$ cat src/rtl/conv_apb_master_if.sv
// Command, response and p_* bus signals of the convolution-core configuration initiator.
// The master modport is the initiator's view; slave is the far side (controller plus core).
interface conv_apb_master_if;
  logic        cmd_valid;
  logic        cmd_ready;
  logic        cmd_we;
  logic [31:0] cmd_addr;
  logic [31:0] cmd_wdata;
  logic        rsp_valid;
  logic        rsp_we;
  logic [31:0] rsp_rdata;
  logic        rsp_timeout;
  logic        busy;
  logic        p_sel;
  logic [3:0]  p_strb;
  logic [31:0] p_addr;
  logic [31:0] p_wdata;
  logic        p_ce;
  logic        p_we;
  logic        p_rdy;
  logic [31:0] p_rdata;

  modport master (
    input  cmd_valid, cmd_we, cmd_addr, cmd_wdata, p_rdy, p_rdata,
    output cmd_ready, rsp_valid, rsp_we, rsp_rdata, rsp_timeout, busy,
    output p_sel, p_strb, p_addr, p_wdata, p_ce, p_we
  );

  modport slave (
    output cmd_valid, cmd_we, cmd_addr, cmd_wdata, p_rdy, p_rdata,
    input  cmd_ready, rsp_valid, rsp_we, rsp_rdata, rsp_timeout, busy,
    input  p_sel, p_strb, p_addr, p_wdata, p_ce, p_we
  );
endinterface

$ cat src/rtl/conv_apb_master.sv
// Queues read/write commands and replays them on the p_* configuration bus, one in-order
// response per command; rsp_valid trails p_sel by 4 cycles, 3-cycle back-to-back, ready-timeout abort.
module conv_apb_master #(
  parameter int FIFO_DEPTH     = 4,
  parameter int TIMEOUT_CYCLES = 64
) (
  input  logic              clk,
  input  logic              rst,
  conv_apb_master_if.master bus
);
  localparam int AW = $clog2(FIFO_DEPTH);
  localparam int CW = $clog2(TIMEOUT_CYCLES + 1);

  typedef struct packed {
    logic        we;
    logic [31:0] addr;
    logic [31:0] wdata;
  } cmd_t;

  typedef enum logic [1:0] {IDLE, SETUP, ACCESS} state_t;

  cmd_t          mem_q [FIFO_DEPTH];
  logic [AW:0]   wr_ptr_q, wr_ptr_d, rd_ptr_q, rd_ptr_d, count;
  logic [AW-1:0] head_idx;
  cmd_t          head;
  logic          full, empty, push, pop, ok_rdy, to_hit, more, enter_setup;
  state_t        state_q, state_d;
  logic [CW-1:0] tcnt_q, tcnt_d;

  logic          p_sel_q, p_sel_d, p_ce_q, p_ce_d, p_we_q, p_we_d;
  logic [3:0]    p_strb_q, p_strb_d;
  logic [31:0]   p_addr_q, p_addr_d, p_wdata_q, p_wdata_d;
  logic          done_q, done_d, done_we_q, done_we_d, done_to_q, done_to_d;
  logic [31:0]   done_rdata_q, done_rdata_d;
  logic          rsp_valid_q, rsp_valid_d, rsp_we_q, rsp_we_d, rsp_to_q, rsp_to_d;
  logic [31:0]   rsp_rdata_q, rsp_rdata_d;

  assign count    = wr_ptr_q - rd_ptr_q;
  assign empty    = (wr_ptr_q == rd_ptr_q);
  assign full     = (wr_ptr_q[AW] != rd_ptr_q[AW]) && (wr_ptr_q[AW-1:0] == rd_ptr_q[AW-1:0]);
  assign push     = bus.cmd_valid && !full;
  assign ok_rdy   = (state_q == ACCESS) && bus.p_rdy;
  assign to_hit   = (state_q == ACCESS) && !bus.p_rdy && (tcnt_q == CW'(TIMEOUT_CYCLES - 1));
  assign pop      = ok_rdy || to_hit;
  assign more     = (count > (AW+1)'(1)) || push;
  assign wr_ptr_d = wr_ptr_q + (AW+1)'(push);
  assign rd_ptr_d = rd_ptr_q + (AW+1)'(pop);

  always_ff @(posedge clk) begin
    if (push) mem_q[wr_ptr_q[AW-1:0]] <= {bus.cmd_we, bus.cmd_addr, bus.cmd_wdata};
  end

  // On a completion the next head is the entry behind the one being popped, or the
  // command arriving this very cycle when the queue is about to drain.
  always_comb begin
    head_idx = rd_ptr_q[AW-1:0];
    if (state_q == ACCESS) head_idx = rd_ptr_q[AW-1:0] + AW'(1);
    head = mem_q[head_idx];
    if (state_q == ACCESS && count == (AW+1)'(1)) head = {bus.cmd_we, bus.cmd_addr, bus.cmd_wdata};
  end

  always_ff @(posedge clk or posedge rst) begin
    if (rst) begin
      state_q      <= IDLE;
      wr_ptr_q     <= '0;
      rd_ptr_q     <= '0;
      tcnt_q       <= '0;
      p_sel_q      <= 1'b0;
      p_ce_q       <= 1'b0;
      p_we_q       <= 1'b0;
      p_strb_q     <= '0;
      p_addr_q     <= '0;
      p_wdata_q    <= '0;
      done_q       <= 1'b0;
      done_we_q    <= 1'b0;
      done_to_q    <= 1'b0;
      done_rdata_q <= '0;
      rsp_valid_q  <= 1'b0;
      rsp_we_q     <= 1'b0;
      rsp_to_q     <= 1'b0;
      rsp_rdata_q  <= '0;
    end else begin
      state_q      <= state_d;
      wr_ptr_q     <= wr_ptr_d;
      rd_ptr_q     <= rd_ptr_d;
      tcnt_q       <= tcnt_d;
      p_sel_q      <= p_sel_d;
      p_ce_q       <= p_ce_d;
      p_we_q       <= p_we_d;
      p_strb_q     <= p_strb_d;
      p_addr_q     <= p_addr_d;
      p_wdata_q    <= p_wdata_d;
      done_q       <= done_d;
      done_we_q    <= done_we_d;
      done_to_q    <= done_to_d;
      done_rdata_q <= done_rdata_d;
      rsp_valid_q  <= rsp_valid_d;
      rsp_we_q     <= rsp_we_d;
      rsp_to_q     <= rsp_to_d;
      rsp_rdata_q  <= rsp_rdata_d;
    end
  end

  always_comb begin
    state_d = state_q;
    case (state_q)
      IDLE:    if (!empty) state_d = SETUP;
      SETUP:   state_d = ACCESS;
      ACCESS: begin
        if (ok_rdy)      state_d = more ? SETUP : IDLE;
        else if (to_hit) state_d = IDLE;
      end
      default: state_d = IDLE;
    endcase
  end

  // p_sel is a single-cycle pulse: the slave re-decodes it once it is idle again.
  always_comb begin
    enter_setup  = (state_d == SETUP) && (state_q != SETUP);
    p_sel_d      = (state_d == SETUP);
    p_ce_d       = (state_d == ACCESS);
    p_we_d       = enter_setup ? head.we : p_we_q;
    p_strb_d     = enter_setup ? {4{head.we}} : p_strb_q;
    p_addr_d     = enter_setup ? head.addr : p_addr_q;
    p_wdata_d    = enter_setup ? head.wdata : p_wdata_q;
    tcnt_d       = (state_q == ACCESS && !pop) ? tcnt_q + CW'(1) : '0;
    done_d       = pop;
    done_we_d    = p_we_q;
    done_to_d    = to_hit;
    done_rdata_d = (ok_rdy && !p_we_q) ? bus.p_rdata : '0;
    rsp_valid_d  = done_q;
    rsp_we_d     = done_q ? done_we_q : rsp_we_q;
    rsp_to_d     = done_q ? done_to_q : rsp_to_q;
    rsp_rdata_d  = done_q ? done_rdata_q : rsp_rdata_q;
  end

  assign bus.cmd_ready   = !full;
  assign bus.busy        = !empty || (state_q != IDLE);
  assign bus.p_sel       = p_sel_q;
  assign bus.p_ce        = p_ce_q;
  assign bus.p_we        = p_we_q;
  assign bus.p_strb      = p_strb_q;
  assign bus.p_addr      = p_addr_q;
  assign bus.p_wdata     = p_wdata_q;
  assign bus.rsp_valid   = rsp_valid_q;
  assign bus.rsp_we      = rsp_we_q;
  assign bus.rsp_timeout = rsp_to_q;
  assign bus.rsp_rdata   = rsp_rdata_q;
endmodule

$ cat src/flat_wrapper.sv
// flat-port wrapper written by rule: the top's interface ports become plain ports
module conv_apb_master_flat 
#(
  parameter int FIFO_DEPTH     = 4,
  parameter int TIMEOUT_CYCLES = 64
)
  (clk, rst, bus_cmd_valid, bus_cmd_we, bus_cmd_addr, bus_cmd_wdata, bus_p_rdy, bus_p_rdata, bus_cmd_ready, bus_rsp_valid, bus_rsp_we, bus_rsp_rdata, bus_rsp_timeout, bus_busy, bus_p_sel, bus_p_strb, bus_p_addr, bus_p_wdata, bus_p_ce, bus_p_we);
  conv_apb_master_if bus_i ();
  input  logic clk;
  input  logic rst;
  input wire logic [$bits(bus_i.cmd_valid)-1:0] bus_cmd_valid;
  input wire logic [$bits(bus_i.cmd_we)-1:0] bus_cmd_we;
  input wire logic [$bits(bus_i.cmd_addr)-1:0] bus_cmd_addr;
  input wire logic [$bits(bus_i.cmd_wdata)-1:0] bus_cmd_wdata;
  input wire logic [$bits(bus_i.p_rdy)-1:0] bus_p_rdy;
  input wire logic [$bits(bus_i.p_rdata)-1:0] bus_p_rdata;
  output wire logic [$bits(bus_i.cmd_ready)-1:0] bus_cmd_ready;
  output wire logic [$bits(bus_i.rsp_valid)-1:0] bus_rsp_valid;
  output wire logic [$bits(bus_i.rsp_we)-1:0] bus_rsp_we;
  output wire logic [$bits(bus_i.rsp_rdata)-1:0] bus_rsp_rdata;
  output wire logic [$bits(bus_i.rsp_timeout)-1:0] bus_rsp_timeout;
  output wire logic [$bits(bus_i.busy)-1:0] bus_busy;
  output wire logic [$bits(bus_i.p_sel)-1:0] bus_p_sel;
  output wire logic [$bits(bus_i.p_strb)-1:0] bus_p_strb;
  output wire logic [$bits(bus_i.p_addr)-1:0] bus_p_addr;
  output wire logic [$bits(bus_i.p_wdata)-1:0] bus_p_wdata;
  output wire logic [$bits(bus_i.p_ce)-1:0] bus_p_ce;
  output wire logic [$bits(bus_i.p_we)-1:0] bus_p_we;
  assign bus_i.cmd_valid = bus_cmd_valid;
  assign bus_i.cmd_we = bus_cmd_we;
  assign bus_i.cmd_addr = bus_cmd_addr;
  assign bus_i.cmd_wdata = bus_cmd_wdata;
  assign bus_i.p_rdy = bus_p_rdy;
  assign bus_i.p_rdata = bus_p_rdata;
  assign bus_cmd_ready = bus_i.cmd_ready;
  assign bus_rsp_valid = bus_i.rsp_valid;
  assign bus_rsp_we = bus_i.rsp_we;
  assign bus_rsp_rdata = bus_i.rsp_rdata;
  assign bus_rsp_timeout = bus_i.rsp_timeout;
  assign bus_busy = bus_i.busy;
  assign bus_p_sel = bus_i.p_sel;
  assign bus_p_strb = bus_i.p_strb;
  assign bus_p_addr = bus_i.p_addr;
  assign bus_p_wdata = bus_i.p_wdata;
  assign bus_p_ce = bus_i.p_ce;
  assign bus_p_we = bus_i.p_we;
  conv_apb_master #(.FIFO_DEPTH(FIFO_DEPTH), .TIMEOUT_CYCLES(TIMEOUT_CYCLES)) u_core (.clk(clk), .rst(rst), .bus(bus_i));
endmodule
$ cat config.mk
export PLATFORM = sky130hd
export DESIGN_NAME = conv_apb_master_flat
export DESIGN_NICKNAME = d
export VERILOG_FILES = /design/src/rtl/conv_apb_master_if.sv /design/src/rtl/conv_apb_master.sv /design/src/flat_wrapper.sv
export SDC_FILE = /design/constraint.sdc
export NUM_CORES = 1
export LEC_CHECK = 0
export ABC_AREA = 1
export CAP_MARGIN = 10
export CELL_PAD_IN_SITES_DETAIL_PLACEMENT = 0
export CELL_PAD_IN_SITES_GLOBAL_PLACEMENT = 1
export CORE_ASPECT_RATIO = 1.4
export CORE_MARGIN = 2
export CORE_UTILIZATION = 35
export CTS_CLUSTER_SIZE = 8
export DETAILED_ROUTE_END_ITERATION = 16
export PLACE_DENSITY_LB_ADDON = 0.1
export SYNTH_ARGS = -nofsm -noshare
export SYNTH_HDL_FRONTEND = slang
export SYNTH_SLANG_ARGS = --single-unit
$ cat constraint.sdc
create_clock -name clk -period 7.2 [get_ports clk]
set_input_delay 1.44 -clock clk [delete_from_list [all_inputs] [get_ports clk]]
set_output_delay 1.44 -clock clk [all_outputs]
set_load 0.02 [all_outputs]
# Word-level counts from Yosys, hierarchy flattened
# Memories as Yosys holds them, arrays and structs flattened.
# Index checks and enable logic that the tools add are counted.
[totals] regBits=153 mem_bits_rw=260 in_bits=101 output_inout_bits=108 elab_cells=65 n_memories=1
[memory_table] name="u_core.mem_q" words=4 word_bits=65 read_ports=1 rd_ports_with_merged_regs=0 write_ports=1 line="conv_apb_master.sv:22" text="cmd_t mem_q [FIFO_DEPTH];"
[classes] n_addsub=5 magnitude_cmp=1 n_eq_ne=10 mux=11 n_reduce_logical=19
[ops] op="2-to-1 mux 65 bit" count=1
[ops] op="2-to-1 mux 32 bit" count=1
[ops] op="logical AND 1 bit" count=9
[ops] op="2-to-1 mux 2 bit" count=4
[ops] op="adder 7 x 1 -> 7 bit, second input constant" count=1
[ops] op="== test 7 x 6 -> 1 bit, second input constant" count=1
[ops] op="2-to-1 mux 7 bit" count=1
[ops] op="adder 3 x 1 -> 3 bit" count=2
[ops] op="case mux 2 bit (3 select lines)" count=1
[ops] op="zero test 1 bit" count=5
[ops] op="== test 2 x 1 -> 1 bit, second input constant" count=2
[ops] op="== test 2 bit, second input constant" count=2
[ops] op="== test 3 x 1 -> 1 bit, second input constant" count=1
[ops] op="== test 3 bit" count=1
[ops] op="greater-than comparator 3 x 1 -> 1 bit, second input constant" count=1
[ops] op="logical OR 1 bit" count=3
[ops] op="2-to-1 mux 1 bit" count=3
[ops] op="subtractor 3 bit" count=1
[ops] op="adder 2 x 1 -> 2 bit, second input constant" count=1
[ops] op="== test 2 bit" count=1
[ops] op="zero test 2 bit" count=1
[ops] op="inequality test 2 x 1 -> 1 bit, second input constant" count=1
[ops] op="nonzero test 2 bit" count=1
[ops] op="inequality test 1 bit" count=1

# Logic depth before layout (Yosys ltp)
[logic_depth] depth_word=10 ltp_mapped=13 mapped_depth_nobuf=11

# Worst setup path after synthesis
# Ideal clock, no wire load.
[synth_timing] path_kind="input to register" from="input bus_cmd_valid" to="memory u_core.mem_q[1][0] (netlist bit) (enable)" setup_time_ns=0.568 arrival_time_ns=5.939 required_time_ns=6.632 path_slack_ns=0.692 path_stages=2 n_path_buf=0 path_cell_list="nand2_2 > nor3_1"
[synth_via] elab_chain_len=3
[synth_lines] item="from (decl)" line="flat_wrapper.sv:11" text="input wire logic [$bits(bus_i.cmd_valid)-1:0] bus_cmd_valid;"
[synth_lines] item="logical AND 1 bit" line="conv_apb_master.sv:41" text="assign push = bus.cmd_valid && !full;"
[synth_lines] item="2-to-1 mux 1 bit" line="conv_apb_master.sv:50" text="if (push) mem_q[wr_ptr_q[AW-1:0]] <= {bus.cmd_we, bus.cmd_addr, bus.cmd_wdata};"
[synth_lines] item="2-to-1 mux 1 bit (implied by the code)" line="conv_apb_master.sv:50"
[synth_lines] item="to (decl)" line="conv_apb_master.sv:22"
# No other way between the ends.

# Final worst setup path
[layout_timing] from="register u_core.rd_ptr_q[1]" to="output bus_busy"
[layout_via] elab_chain_len=3
[layout_lines] item="from (decl)" line="conv_apb_master.sv:23" text="logic [AW:0] wr_ptr_q, wr_ptr_d, rd_ptr_q, rd_ptr_d, count;"
[layout_lines] item="from (signal assigned)" line="conv_apb_master.sv:85" text="rd_ptr_q <= rd_ptr_d;"
[layout_lines] item="== test 3 bit" line="conv_apb_master.sv:39" text="assign empty = (wr_ptr_q == rd_ptr_q);"
[layout_lines] item="zero test 1 bit"
[layout_lines] item="logical OR 1 bit" line="conv_apb_master.sv:138" text="assign bus.busy = !empty || (state_q != IDLE);"
[layout_lines] item="to (decl)" line="flat_wrapper.sv:22" text="output wire logic [$bits(bus_i.busy)-1:0] bus_busy;"
# No other way between the ends.

==> key figures <==
Pwr
  • PD cells: approximately 480 nW/um^2
  • P_leak: 9.76 nW
  • Maximum vdd drop: 0.384 mV

Finish
  • Post-Layout Cell Count: around 2500
  • Layout cells sized above 1: under 10%
  • Nets: slightly below 2000
  • Multi-input gate area: approximately 4600 um^2
  • Register area: about 12000 um^2
  • FILL cells: roughly 4800
  • P&R area growth vs syn: 23.7%

Worst setup path
  • Critical Path RT: between 5 and 6 ns
  • Bufs and invs on worst path: 3
  • Delay of the slowest cell on the worst path: between 0.5 and 0.6 ns
  • Crit path max-delay family: buffers and inverters
  • Slowest cell on the critical path: clkdlybuf4s50_1
  • CP arrival: approximately 2.6 ns
  • Worst Setup End Kind: output port
  • Startpoint types: register
  • Most frequent CP cell: inv_1
  • Crit path kind: reg2out
  • Cell chain of the critical path: inv_1 -> ha_1 -> nand2_1 -> inv_1 -> nand3_1 -> nand3b_1 -> clkdlybuf4s50_1
  • Critical Path Fanout Max: 5

Floorplan
  • Ports: roughly 210
  • Die width: 195 um
  • Num rows: 97
  • Area of the core: 50200 um^2
  • Die Ht: 271 um
  • Die area: 52900 um^2
  • Initial core utilization: between 30% and 40%

Clock tree
  • Setup Buffers After CTS: 0
  • Post-cts sizing count: 0
  • # H-tree levels: 2
  • Clock Latency Late Sink: about 0.58 ns
  • CTS tree: yes
  • Clock root cell: clkbuf_16
  • Maximum clock insertion buffer count: 3
  • Hold-fix buffers, CTS: 0
  • CTS buffer count: 57
  • Worst-path clk slew: approximately 0.050 ns
  • Sinks on Clock Net: 412

Synth
  • FF+latch count, synth: between 400 and 500
  • Netlist cell types: 25
  • Post-synth EDFFs: 260
  • Synth area leaders: edfxtp_1 (44%), dfrtp_1 (21%), nand3_1 (11%)
  • Avg Inst Size Synth: between 10 and 15 um^2
  • Most instantiated library cell after synthesis: nand3_1
  • Synth top area share: between 40% and 50%
  • Seq/Total Area, Yosys: 65.0%
  • Synth Instances: approximately 1700
  • Yosys warning total: 0
  • Top cells by count, synth: nand3_1 (396), inv_1 (309), edfxtp_1 (260)
  • Cell Area, Synth: 17900 um^2
  • Top cell type by total area after synthesis: edfxtp_1
  • Syn_nets: 1801
  • Post-synth ARST share: 36.9%
  • Top_reg_cell synth: edfxtp_1

Min path
  • Hold WC Path Type: reg2reg

Timing
  • Final Hold Fails: 0
  • Final setup TNS: 0 ns
  • Finish-stage setup viols: 0
  • Max Clk Rate: 248 MHz
  • Unrepaired setup endpoints after global routing: false
  • Tmin final: approximately 4.0 ns
  • Slew HR: 23.9%
  • Max Slew Vio Count: 0
  • Worst Skew: 0.0121 ns
  • Worst-Margin Slew: between 1 and 1.5 ns
  • Final period utilization: 56.0%

Global routing
  • Gr ovfl total: 0
  • Largest net degree at the start of global routing: 93
  • Initial antenna violation count: 3
  • Vias in the first global route: ~13000
  • GRT Overall Usage: 19.2%
  • First-pass GRT wire length: slightly below 80 mm

Placement
  • Port Buf Inserts: around 210
  • Final HPWL DP: roughly 27 mm
  • Post-Place Cells: about 2400
  • Routability Congestion: 0.712

Route
  • Final ANT Viol Nets: 0
  • DRT Pass-1 Iters: 5
  • Via-per-instance ratio: roughly 4.9
  • Routed len/inst: 20.1 um
  • Total vias in the final route: about 13000
  • Residual DRC count: 0
  • Wirelength, routed: 51.3 mm
  • 1st-iter DRT viols: around 700

Flow run
  • Max-cap violations: 0

Outcome
  • Status: completed
==> cells in the final DEF, fill, tap and decap left out, types with 5 or more instances in the layout <==
cell	synthesis	routed
clkbuf_16	0	59
edfxtp_1	260	260
nand3_1	396	394
buf_4	13	20
clkbuf_1	48	37
nand2_1	216	213
nor2_1	42	41
nand2_2	6	5
clkdlybuf4s50_1	0	208
ha_1	7	7
inv_1	309	308
dfrtp_1	152	152
nand3b_1	67	67
mux2_2	34	34
nand4_1	67	67
==> where the power goes <==
part           internal, mW  leakage, nW  total, mW  switching, mW
clock                  1.51        0.782       2.48          0.975
combinational          1.41         4.61       4.57           3.16
sequential             3.19         4.37       3.47          0.272
total                  6.11         9.76       10.5           4.40
==> worst reg2reg max path, stage by stage, from the launching register on <==
cell     delay (ns)
dfrtp_1        0.37
inv_2          0.15
nand3_4        0.68
nand2_4        0.91
buf_4          0.86
nand2_1        0.17
nand3_1        0.13
nand3_1        0.12
nand3_1        0.11
nand2_1        0.08
==> path summary, 6_finish.rpt <==
check	startpoint	end	slack, ns	cells past startpoint
worst max-delay path	u_core.rd_ptr_q[1]	bus_busy	3.17	7
worst min-delay path	u_core.tcnt_q[0]	u_core.tcnt_q[0]	0.45	1
worst max register to register	u_core.state_q[0]	u_core.bus.p_wdata[11]	3.52	9
worst min register to register	u_core.tcnt_q[0]	u_core.tcnt_q[0]	0.45	1
max in group asynchronous	rst	u_core.bus.rsp_rdata[26]	4.50	3
min in group asynchronous	rst	u_core.done_rdata_q[22]	1.40	2
==> layout make-up <==
type	count	share of cell area (%)
sequential	412	52.6
multi-input combinational	853	20.8
timing repair buffer	229	10.2
clock buffer	97	7.38
inverter	311	5.31
tap	643	3.64
clock inverter	1	0.0397
antenna	1	0.0113
==> stage by stage <==
stage / worst slack [ns] / hold slack, ns / cell area, um^2 / utilization [%] / power (mW)
2_1_floorplan: 0.692 / 0.352 / 17900 / - / 6.41
3_3_place_gp: 2.85 / 0.446 / 20400 / 40.7 / 8.11
3_5_place_dp: 2.79 / 0.450 / 20400 / 40.7 / 8.17
4_1_cts: 3.12 / 0.457 / 22100 / 43.9 / 10.7
5_1_grt: 3.07 / 0.485 / 22100 / 43.9 / 11.2
6_report: 3.17 / 0.454 / 22100 / 43.9 / 10.5
==> logic make-up after synthesis <==
logic type	share of synthesized area, %
AO/OA/AOI/OAI	0.0841
XOR/XNOR	0.196
adder cells (fa/ha/maj)	0.603
buffers and inverters	9.70
flip-flops	65.0
multiplexers	2.14
AND/OR/NAND/NOR	22.3
==> registers in the layout, indices dropped and copies added (netlist names), 2 cells and up <==
register,cells
u_core.bus.p_addr,32
u_core.bus.p_wdata,32
u_core.bus.rsp_rdata,32
u_core.done_rdata_q,32
u_core.mem_q,260
u_core.rd_ptr_q,3
u_core.state_q,2
u_core.tcnt_q,7
u_core.wr_ptr_q,3
==> layer usage <==
metal	GRT usage [%]	vias up	routed length, um	share of wire, %
li1	-	5971	-	-
met1	23.8	6205	21600	42
met2	34.7	316	26100	51
met3	3.14	82	2370	4.6
met4	5.38	6	1120	2.2
met5	0	-	46	0.090
No activity file was read; power rests on OpenSTA's default activity.
